`src/rtl/dilithium_pkg.sv`:
```
// Shared definitions for the Dilithium signing framer: word width, mode codes,
// phase tags and the per-level word counts of every phase.
package dilithium_pkg;

  localparam int W = 64;

  localparam logic [1:0] MODE_KEYGEN = 2'd0;
  localparam logic [1:0] MODE_VERIFY = 2'd1;
  localparam logic [1:0] MODE_SIGN   = 2'd2;

  localparam logic [7:0] REJECT_MARK = 8'hA5;

  typedef enum logic [3:0] {
    PH_RHO, PH_MLEN, PH_TR, PH_MSG, PH_K, PH_S1, PH_S2, PH_T0,
    PH_Z, PH_H, PH_C, PH_END
  } phase_e;

  typedef enum logic [1:0] {S_IDLE, S_IN_PHASE, S_OUT_PHASE, S_DONE} state_e;

  // MSG has a data-dependent length, so the caller supplies it.
  function automatic logic [31:0] phase_words(input phase_e ph, input int level,
                                              input logic [31:0] msg_words);
    logic [31:0] words;
    words = 32'd4;
    case (ph)
      PH_MLEN: words = 32'd1;
      PH_MSG:  words = msg_words;
      PH_S1:   words = (level == 3) ? 32'd80  : (level == 5) ? 32'd84  : 32'd48;
      PH_S2:   words = (level == 3) ? 32'd96  : (level == 5) ? 32'd96  : 32'd48;
      PH_T0:   words = (level == 3) ? 32'd312 : (level == 5) ? 32'd416 : 32'd208;
      PH_Z:    words = (level == 3) ? 32'd400 : (level == 5) ? 32'd560 : 32'd288;
      PH_H:    words = (level == 3) ? 32'd8   : 32'd11;
      default: words = 32'd4;
    endcase
    return words;
  endfunction

  function automatic phase_e next_phase(input logic high_perf, input phase_e ph);
    phase_e nxt;
    nxt = PH_END;
    if (high_perf) begin
      case (ph)
        PH_RHO:  nxt = PH_MLEN;
        PH_MLEN: nxt = PH_TR;
        PH_TR:   nxt = PH_MSG;
        PH_MSG:  nxt = PH_K;
        PH_K:    nxt = PH_S1;
        PH_S1:   nxt = PH_S2;
        PH_S2:   nxt = PH_T0;
        PH_T0:   nxt = PH_Z;
        PH_Z:    nxt = PH_H;
        PH_H:    nxt = PH_C;
        default: nxt = PH_END;
      endcase
    end else begin
      case (ph)
        PH_RHO:  nxt = PH_K;
        PH_K:    nxt = PH_TR;
        PH_TR:   nxt = PH_S1;
        PH_S1:   nxt = PH_S2;
        PH_S2:   nxt = PH_T0;
        PH_T0:   nxt = PH_MLEN;
        PH_MLEN: nxt = PH_MSG;
        PH_MSG:  nxt = PH_C;
        PH_C:    nxt = PH_Z;
        PH_Z:    nxt = PH_H;
        default: nxt = PH_END;
      endcase
    end
    return nxt;
  endfunction

  function automatic logic is_output(input phase_e ph);
    return (ph == PH_Z) || (ph == PH_H) || (ph == PH_C);
  endfunction

endpackage

```
`src/rtl/dilithium_core.sv`:
```
// Stand-in signing datapath: always accepts input, folds it into an accumulator,
// streams tagged result words and pulses reject on marked secret-key words.
module dilithium_core
  import dilithium_pkg::*;
(
  input  logic         clk,
  input  logic         rst,
  input  logic         clear,
  input  logic [1:0]   mode,
  input  phase_e       tag,
  input  logic         in_valid,
  output logic         in_ready,
  input  logic [W-1:0] in_data,
  input  logic         out_en,
  output logic         out_valid,
  input  logic         out_ready,
  output logic [W-1:0] out_data,
  output logic         reject
);

  logic [W-1:0] acc_q, acc_d;
  logic [25:0]  seq_q, seq_d;
  logic         in_fire;
  logic         secret_tag;

  assign in_ready   = 1'b1;
  assign in_fire    = in_valid && in_ready;
  assign secret_tag = (tag == PH_S1) || (tag == PH_S2) || (tag == PH_T0);
  assign reject     = in_fire && secret_tag && (in_data[W-1 -: 8] == REJECT_MARK);
  assign out_valid  = out_en;
  // Output only depends on registers, so it holds steady while the sink stalls.
  assign out_data   = {tag, mode, seq_q, acc_q[W-1:W/2] ^ acc_q[W/2-1:0]};

  always_comb begin
    acc_d = acc_q;
    seq_d = seq_q;
    if (clear) begin
      acc_d = '0;
      seq_d = '0;
    end else begin
      if (in_fire) acc_d = acc_q ^ in_data;
      if (out_valid && out_ready) seq_d = seq_q + 26'd1;
    end
  end

  always_ff @(posedge clk) begin
    if (!rst) begin
      acc_q <= '0;
      seq_q <= '0;
    end else begin
      acc_q <= acc_d;
      seq_q <= seq_d;
    end
  end

endmodule

```
`src/rtl/dilithium.sv`:
```
// Framing controller for Dilithium signing: sequences the input and output
// phases, counts words per phase and tracks signing rejections.
module dilithium
  import dilithium_pkg::*;
#(
  parameter int HIGH_PERF = 1,
  parameter int SEC_LEVEL = 2
) (
  input  logic         clk,
  input  logic         rst,
  input  logic         start,
  input  logic [1:0]   mode,
  input  logic         valid_i,
  output logic         ready_i,
  input  logic [W-1:0] data_i,
  output logic         valid_o,
  input  logic         ready_o,
  output logic [W-1:0] data_o,
  output logic [7:0]   reject_counter
);

  localparam logic HP_ORDER = (HIGH_PERF != 0);

  state_e      state_q, state_d;
  phase_e      phase_q, phase_d;
  logic [1:0]  mode_q, mode_d;
  logic [31:0] cnt_q, cnt_d;
  logic [31:0] mlen_q, mlen_d;
  logic [7:0]  reject_q, reject_d;

  logic         core_clear, core_in_ready, core_out_valid, core_reject;
  logic [W-1:0] core_out_data, core_in_data, msg_mask;
  logic [31:0]  msg_words, phase_len;
  logic [3:0]   last_bytes;
  logic         last_word, in_fire, out_fire;
  phase_e       phase_nxt;

  assign msg_words = (mlen_q == 32'd0) ? 32'd1
                   : {3'b000, mlen_q[31:3]} + {31'd0, |mlen_q[2:0]};
  assign phase_len = phase_words(phase_q, SEC_LEVEL, msg_words);
  assign last_word = (cnt_q == phase_len - 32'd1);
  assign phase_nxt = next_phase(HP_ORDER, phase_q);

  // Valid byte count of the final MSG word (0..8); mod-16 arithmetic is exact here.
  assign last_bytes   = mlen_q[3:0] - {cnt_q[0], 3'b000};
  assign msg_mask     = ~({W{1'b1}} >> {last_bytes, 3'b000});
  assign core_in_data = (phase_q == PH_MSG && last_word) ? (data_i & msg_mask) : data_i;

  assign ready_i        = (state_q == S_IN_PHASE) && core_in_ready;
  assign in_fire        = valid_i && ready_i;
  assign valid_o        = (state_q == S_OUT_PHASE) && core_out_valid;
  assign out_fire       = valid_o && ready_o;
  assign data_o         = valid_o ? core_out_data : '0;
  assign reject_counter = reject_q;

  always_comb begin
    state_d    = state_q;
    phase_d    = phase_q;
    mode_d     = mode_q;
    cnt_d      = cnt_q;
    mlen_d     = mlen_q;
    reject_d   = reject_q;
    core_clear = 1'b0;
    case (state_q)
      S_IDLE: begin
        if (start && mode == MODE_SIGN) begin
          state_d    = S_IN_PHASE;
          phase_d    = PH_RHO;
          mode_d     = mode;
          cnt_d      = '0;
          mlen_d     = '0;
          reject_d   = '0;
          core_clear = 1'b1;
        end
      end
      S_IN_PHASE: begin
        if (in_fire) begin
          if (phase_q == PH_MLEN) mlen_d = data_i[31:0];
          if (core_reject && reject_q != 8'hFF) reject_d = reject_q + 8'd1;
          if (last_word) begin
            cnt_d   = '0;
            phase_d = phase_nxt;
            if (is_output(phase_nxt)) state_d = S_OUT_PHASE;
          end else begin
            cnt_d = cnt_q + 32'd1;
          end
        end
      end
      S_OUT_PHASE: begin
        if (out_fire) begin
          if (last_word) begin
            cnt_d   = '0;
            phase_d = phase_nxt;
            if (phase_nxt == PH_END) state_d = S_DONE;
          end else begin
            cnt_d = cnt_q + 32'd1;
          end
        end
      end
      S_DONE:  state_d = S_IDLE;
      default: state_d = S_IDLE;
    endcase
  end

  always_ff @(posedge clk) begin
    if (!rst) begin
      state_q  <= S_IDLE;
      phase_q  <= PH_RHO;
      mode_q   <= MODE_KEYGEN;
      cnt_q    <= '0;
      mlen_q   <= '0;
      reject_q <= '0;
    end else begin
      state_q  <= state_d;
      phase_q  <= phase_d;
      mode_q   <= mode_d;
      cnt_q    <= cnt_d;
      mlen_q   <= mlen_d;
      reject_q <= reject_d;
    end
  end

  dilithium_core u_core (
    .clk       (clk),
    .rst       (rst),
    .clear     (core_clear),
    .mode      (mode_q),
    .tag       (phase_q),
    .in_valid  (valid_i && state_q == S_IN_PHASE),
    .in_ready  (core_in_ready),
    .in_data   (core_in_data),
    .out_en    (state_q == S_OUT_PHASE),
    .out_valid (core_out_valid),
    .out_ready (ready_o),
    .out_data  (core_out_data),
    .reject    (core_reject)
  );

endmodule

```
`config.mk`:
```
export PLATFORM = sky130hd
export DESIGN_NAME = dilithium
export DESIGN_NICKNAME = d
export VERILOG_FILES = /design/src/rtl/dilithium_pkg.sv /design/src/rtl/dilithium_core.sv /design/src/rtl/dilithium.sv
export SDC_FILE = /design/constraint.sdc
export NUM_CORES = 1
export LEC_CHECK = 0
export ABC_AREA = 0
export CAP_MARGIN = 40
export CORE_MARGIN = 10
export CORE_UTILIZATION = 55
export CTS_CLUSTER_SIZE = 20
export DETAILED_ROUTE_END_ITERATION = 12
export PLACE_DENSITY = 0.79
export SKIP_LAST_GASP = 1
export SYNTH_ARGS = -nofsm -noshare
export SYNTH_HDL_FRONTEND = slang
export SYNTH_HIERARCHICAL = 1
export SYNTH_SLANG_ARGS = --single-unit
```
`constraint.sdc`:
```
create_clock -name clk -period 16.8 [get_ports clk]
set_input_delay 3.36 -clock clk [delete_from_list [all_inputs] [get_ports clk]]
set_output_delay 3.36 -clock clk [all_outputs]
set_load 0.1 [all_outputs]
```
* Word-level counts from Yosys, hierarchy flattened
Memory sizes are Yosys's and may differ from the RTL's. A register that Yosys moved wholly into a read port is not among the register bits.
Index checks and enable logic that the tools add are counted.
** Cells by class
- Add/subtract/negate cells :: 6
- Equal/unequal tests :: 27
- Shifts and indexed selects :: 1
- Multiplexer cells :: 33
- Bitwise operators :: 5
- Reduce and logical (&&, ||, !) cells :: 23
** Operator list (count)
- 32-bit two-way mux :: 6
- 30-bit one-hot mux with 6 select lines :: 1
- 64-bit two-way mux :: 2
- 32-bit one-hot mux with 3 select lines :: 1
- 64-bit bitwise AND :: 1
- 64-bit inverter :: 1
- 32-bit one-hot mux with 2 select lines :: 1
- 64-bit by 7-bit >> shifter with 64-bit output (first input constant) :: 1
- 64-bit XOR :: 1
- 32-bit by 1-bit adder with 32-bit output (second input constant) :: 1
- 32-bit equality test :: 1
- 32-bit logical NOT :: 1
- 32-bit by 1-bit subtractor with 32-bit output (second input constant) :: 1
- 32-bit XOR :: 1
- 29-bit by 1-bit adder with 30-bit output :: 1
- 30-bit two-way mux :: 1
- 26-bit by 1-bit adder with 26-bit output (second input constant) :: 1
- 4-bit equality test (second input constant) :: 6
- 4-bit two-way mux :: 6
- 8-bit two-way mux :: 3
- 2-bit by 1-bit inequality test with 1-bit output (second input constant) :: 8
- 8-bit one-hot mux with 2 select lines :: 1
- 2-bit two-way mux :: 7
- 4-bit by 3-bit equality test with 1-bit output (second input constant) :: 3
- other kinds (23) :: 38
** Storage, ports and cells
- Flip-flop bits (word level) :: 170
- Memory bits (read-only) :: 64
- Input port bits :: 71
- Output and inout bits :: 74
- Word-level logic and storage cells :: 104
- Memories :: 1
** Memory list
- (no name shown) :: depth 16, bits a word 4, read ports 1, clocked after memory_dff 1, write ports 0, line dilithium_pkg.sv:42 : case (ph)

* Depth between registers and ports, before layout
- Depth after elaboration :: 14
- Depth in mapped cells :: 29
- Depth with buffers taken out :: 27

* Hierarchy
The synthesis kept the hierarchy.
** By module, submodules not included
- dilithium :: instances 1, cells each 1178, area an instance 8272.9 um^2, sequential area each 1681.6 um^2
- dilithium_core :: instances 1, cells each 461, area an instance 4078.9 um^2, sequential area each 1801.7 um^2

* Worst setup path before layout
No wires, ideal clock.
- Kind :: register to register
- From :: register mlen_q[1]
- To :: register reject_q[5], in the netlist reject_counter[5]
- Setup time :: 0.073 ns
- Arrival :: 6.023 ns
- Data required time :: 16.727 ns
- Path slack :: 10.703 ns
- Stages on the path, launching flop included :: 28
- Buffers on the path :: 2
- Period minus slack after synthesis :: 6.097 ns
- Cells stage by stage :: dfxtp_1 nor3_1 inv_1 ha_1 ha_1 buf_2 nand4_1 nor3_1 xnor2_1 nor4bb_1 clkbuf_1 nand4_1 or4_1 a21oi_1 o2111ai_1 nor4b_2 nand3_2 nor2_1 nand2_1 and2_1 nor4bb_1 nand3_1 nor3_1 o211ai_1 a21oi_1 nand4_1 or3_1 a21oi_1
** Between the ends
- Cells in the longest elaborated chain, start to end :: 13
- Elaborated cells between the ends (all ways) :: 18
- Those cells by class :: add/sub: 3; eq/ne: 3; shift: 1; mux: 3; bitwise: 2; reduce/logical: 6
** RTL lines
- from (decl) :: line dilithium.sv:28 : logic [31:0] mlen_q, mlen_d;
- from (signal assigned) :: line dilithium.sv:118 : mlen_q <= mlen_d;
- 3-bit OR reduction :: line dilithium.sv:39 : : {3'b000, mlen_q[31:3]} + {31'd0, |mlen_q[2:0]};
- 29-bit by 1-bit adder with 30-bit output :: line dilithium.sv:39
- 30-bit two-way mux :: line dilithium.sv:38 : assign msg_words = (mlen_q == 32'd0) ? 32'd1
- 30-bit one-hot mux with 6 select lines :: line dilithium_pkg.sv:25 : case (ph)
- 32-bit by 1-bit subtractor with 32-bit output :: line dilithium.sv:41 : assign last_word = (cnt_q == phase_len - 32'd1);
- 32-bit equality test :: line dilithium.sv:41
- 1-bit logical AND :: line dilithium.sv:47 : assign core_in_data = (phase_q == PH_MSG && last_word) ? (data_i & msg_mask) : data_i;
- 64-bit two-way mux * :: line dilithium.sv:47
- named net core_in_data[57] :: line dilithium.sv:32 : logic [W-1:0] core_out_data, core_in_data, msg_mask;
- 8-bit equality test * :: line dilithium_core.sv:29 : assign reject = in_fire && secret_tag && (in_data[W-1 -: 8] == REJECT_MARK);
- 1-bit logical AND * :: line dilithium_core.sv:29
- named net core_reject :: line dilithium.sv:31 : logic core_clear, core_in_ready, core_out_valid, core_reject;
- 1-bit logical AND * :: line dilithium.sv:79 : if (core_reject && reject_q != 8'hFF) reject_d = reject_q + 8'd1;
- 2-bit by 1-bit inequality test with 1-bit output (no source line) *
- 4-bit AND reduction (no source line) *
- to (signal assigned) :: line dilithium.sv:119 : reject_q <= reject_d;
- to (decl) :: line dilithium.sv:29 : logic [7:0] reject_q, reject_d;
Mark *: on every way through the listed nets, which the timed path passes. The rest lies on a longest branch.
A chain may end at the register's enable or synchronous reset.

* Worst setup path after layout
- From :: register mlen_q[1]
- To :: register reject_q[7], in the netlist reject_counter[7]
Same word-level chain as after synthesis.

==> metrics.txt <==
Power Total 1.28 mW; post-synthesis sequential area ratio 0.282; initial core utilization 0.563; # port buffers 144; clk_skew 0.0175 ns; fmax 0.115 GHz; Setup Crit Path Kind reg -> reg; post-DP HPWL 29200 um; met2 Usage GRT 0.464; routed len/inst 19.1 um; WL final 39400 um; R2R Path End reject_counter[7]; status finished clean; max_cap viols 0; top cell type's share of synthesized area 0.282; EDFF count, synth 0; Via Count 12700; post_cts resized 0; Reg2Reg Setup Slack 8.08 ns; list of most frequent post-synthesis cells nand2_1 (183), dfxtp_1 (174), nor2_1 (140); Area Growth Syn to Fin 26.8%; #FFs+latches synth 174; Syn Inst Count 1639; Hold Buf Count CTS 0; largest net degree at the start of global routing 143; Rel. slew slack 0.413; core area 22000 sq um; Post-synth top flop dfxtp_1; Rows 54; Detail Route Antenna Nets 0; met1 Usage GRT 0.320; layout cell share with drive strength beyond 1 0.102; Iter 0 DRT Violations 1306; worst-margin pin slew 0.870 ns; post-layout util 0.713; setup bufs post-CTS 0; H-tree depth 4; Worst Hold End mode_q[1]; final-report setup violation count 0; Tmin final 8.72 ns; total I/O pin count 145; min-delay worst type reg -> reg; PD cells 81.8 nW/um^2; largest area contributor in the netlist dfxtp_1; post-route setup slack 8.08 ns; final hold slack 0.484 ns; Synth warnings 6; Die Ht 170 um; Cell variety after synth 98; Synth area leaders dfxtp_1 (28%), xor2_1 (8.9%), nand2_1 (5.6%); min-delay src mode_q[1]; die area 28900 sq um; most frequent cell after synthesis nand2_1; Req. time, crit path 17.17 ns; # DRC 0; DP Worst Slack 8.27 ns; Placed Area 15000 sq um; period utilization 0.519; hold path depth 2; setup TNS 0 ns; Avg Cell Area, Syn 7.54 sq um; Crit Reg-Reg Startpoint mlen_q[1]; cell area after synthesis 12400 sq um; Design Area, Final 15700 sq um; initial antenna violation count 1; GP Congestion 0.965; RSZ-0062 raised after global routing no; CTS sink cnt 174; Post-synth ARST share 0; first-pass GRT wire length 62700 um; NumNets Final 1853; total gr overflow 0; CP arrival 9.09 ns; final hold violations 0; R2R depth 24; Slew Viols, Final 0; via/cell ratio 6.13; Total GRT Usage 0.266; Root Driver clkbuf_16; Peak supply drop 71.1 uV; 1st-pass router iterations 5; M3 GR Usage 0.0574; CTS tree done; Clk pin slew, worst setup/hold paths 0.08 ns; dpl cells 2030; CP Capture Type flop; syn_nets 1722; Non-Filler Instances 2064; Leak 5.89 nW; Worst Setup Start Kind flop; worst skew pair latency 0.45 ns; cts bufs inserted 17; CP max FO 23; vias in the first global route 12000; Chip Width 170 um; CTS max path bufs 2; GR peak layer met2
[layout by cell type (no fill, tap or decap), types with 13 or more instances in the layout]
cell type	netlist	routed
nand2_1	183	183
dfxtp_1	174	174
clkdlybuf4s50_1	0	144
nor2_1	140	139
xor2_1	126	126
nand3_1	114	114
a21oi_1	87	87
and3_1	86	86
buf_8	0	59
nor3_1	55	55
and2_1	47	46
xnor2_1	42	42
nor2b_1	41	41
o21ai_0	36	36
nand4_1	26	26
or3_1	25	25
nor4_1	23	23
inv_1	22	22
o31ai_1	20	20
buf_16	0	19
or4_1	18	18
clkbuf_16	0	17
o21a_1	15	15
a31oi_1	14	14
buf_4	10	13
[routing by layer]
layer | wire (um) | vias to the layer above
met5 | 0 | -
met4 | 751 | 0
met3 | 2660 | 54
met2 | 19800 | 495
met1 | 16200 | 6045
li1 | - | 6062
[report_power, final]
part | switching, mW | total, mW | leakage, nW | internal (mW)
registers | 0.0339 | 0.472 | 1.40 | 0.438
clock network | 0.203 | 0.403 | 0.288 | 0.201
logic | 0.273 | 0.406 | 4.20 | 0.133
total | 0.510 | 1.28 | 5.89 | 0.772
[worst max-delay path by stage]
stage	startpoint	to	slack, ns	cells after the start
finish	mlen_q[1]	reject_counter[7]	8.08	24
global route	mlen_q[1]	reject_counter[7]	7.45	24
CTS	mlen_q[1]	reject_counter[7]	8.24	24
detailed placement	mlen_q[1]	reject_counter[7]	8.27	24
global placement	mlen_q[1]	reject_counter[5]	8.57	24
floorplan	mlen_q[1]	reject_counter[5]	10.70	27
[flip-flops by register name (all words and copies together) (netlist names)]
signal and flops:
cnt_q 32, mlen_q 32, mode_q 2, phase_nxt 4
phase_q 4, reject_counter 8, state_q 2, u_core/acc_q 64
u_core/seq_q 26
[cells by family after synthesis]
| logic type | count (synthesis) | share of synthesized area |
|---|---|---|
| and+or+nand+nor | 843 | 0.365 |
| AOI/OAI and AO/OA | 283 | 0.155 |
| DFF | 174 | 0.282 |
| xor gates and xnor gates | 170 | 0.123 |
| buffers and inverters | 148 | 0.0559 |
| adders and majority gates | 12 | 0.0122 |
| muxes | 8 | 0.00709 |
| other | 1 | 0.000304 |
[worst max-delay path, stage by stage (launching register included)]
cell,delay (ns)
dfxtp_1,0.41
nor3_1,0.45
inv_1,0.12
ha_1,0.21
ha_1,0.27
xor2_1,0.17
nand2_1,0.14
o21ai_0,0.13
a211oi_2,0.66
nand2_1,0.46
nor3_1,0.52
a31oi_1,0.30
nor4b_2,0.72
nand3_2,0.65
nor2_1,0.87
nand2_1,0.29
and2_1,0.25
nor4bb_1,0.27
nand3_1,0.11
nor3_1,0.31
o211ai_1,0.17
a21oi_1,0.36
nand4_1,0.25
or3_1,0.36
a21oi_1,0.15
[area by class of cell]
type	instances	area, sq um
multi-input cells	1317	8190
diodes	1	2.50
clock buffers	17	425
well taps	280	350
inverters	24	90.1
fillers	1680	6300
clock inverters	15	171
flip-flops and latches	174	3480
repair buffers	236	2950
(Power assumes the default switching activity.)
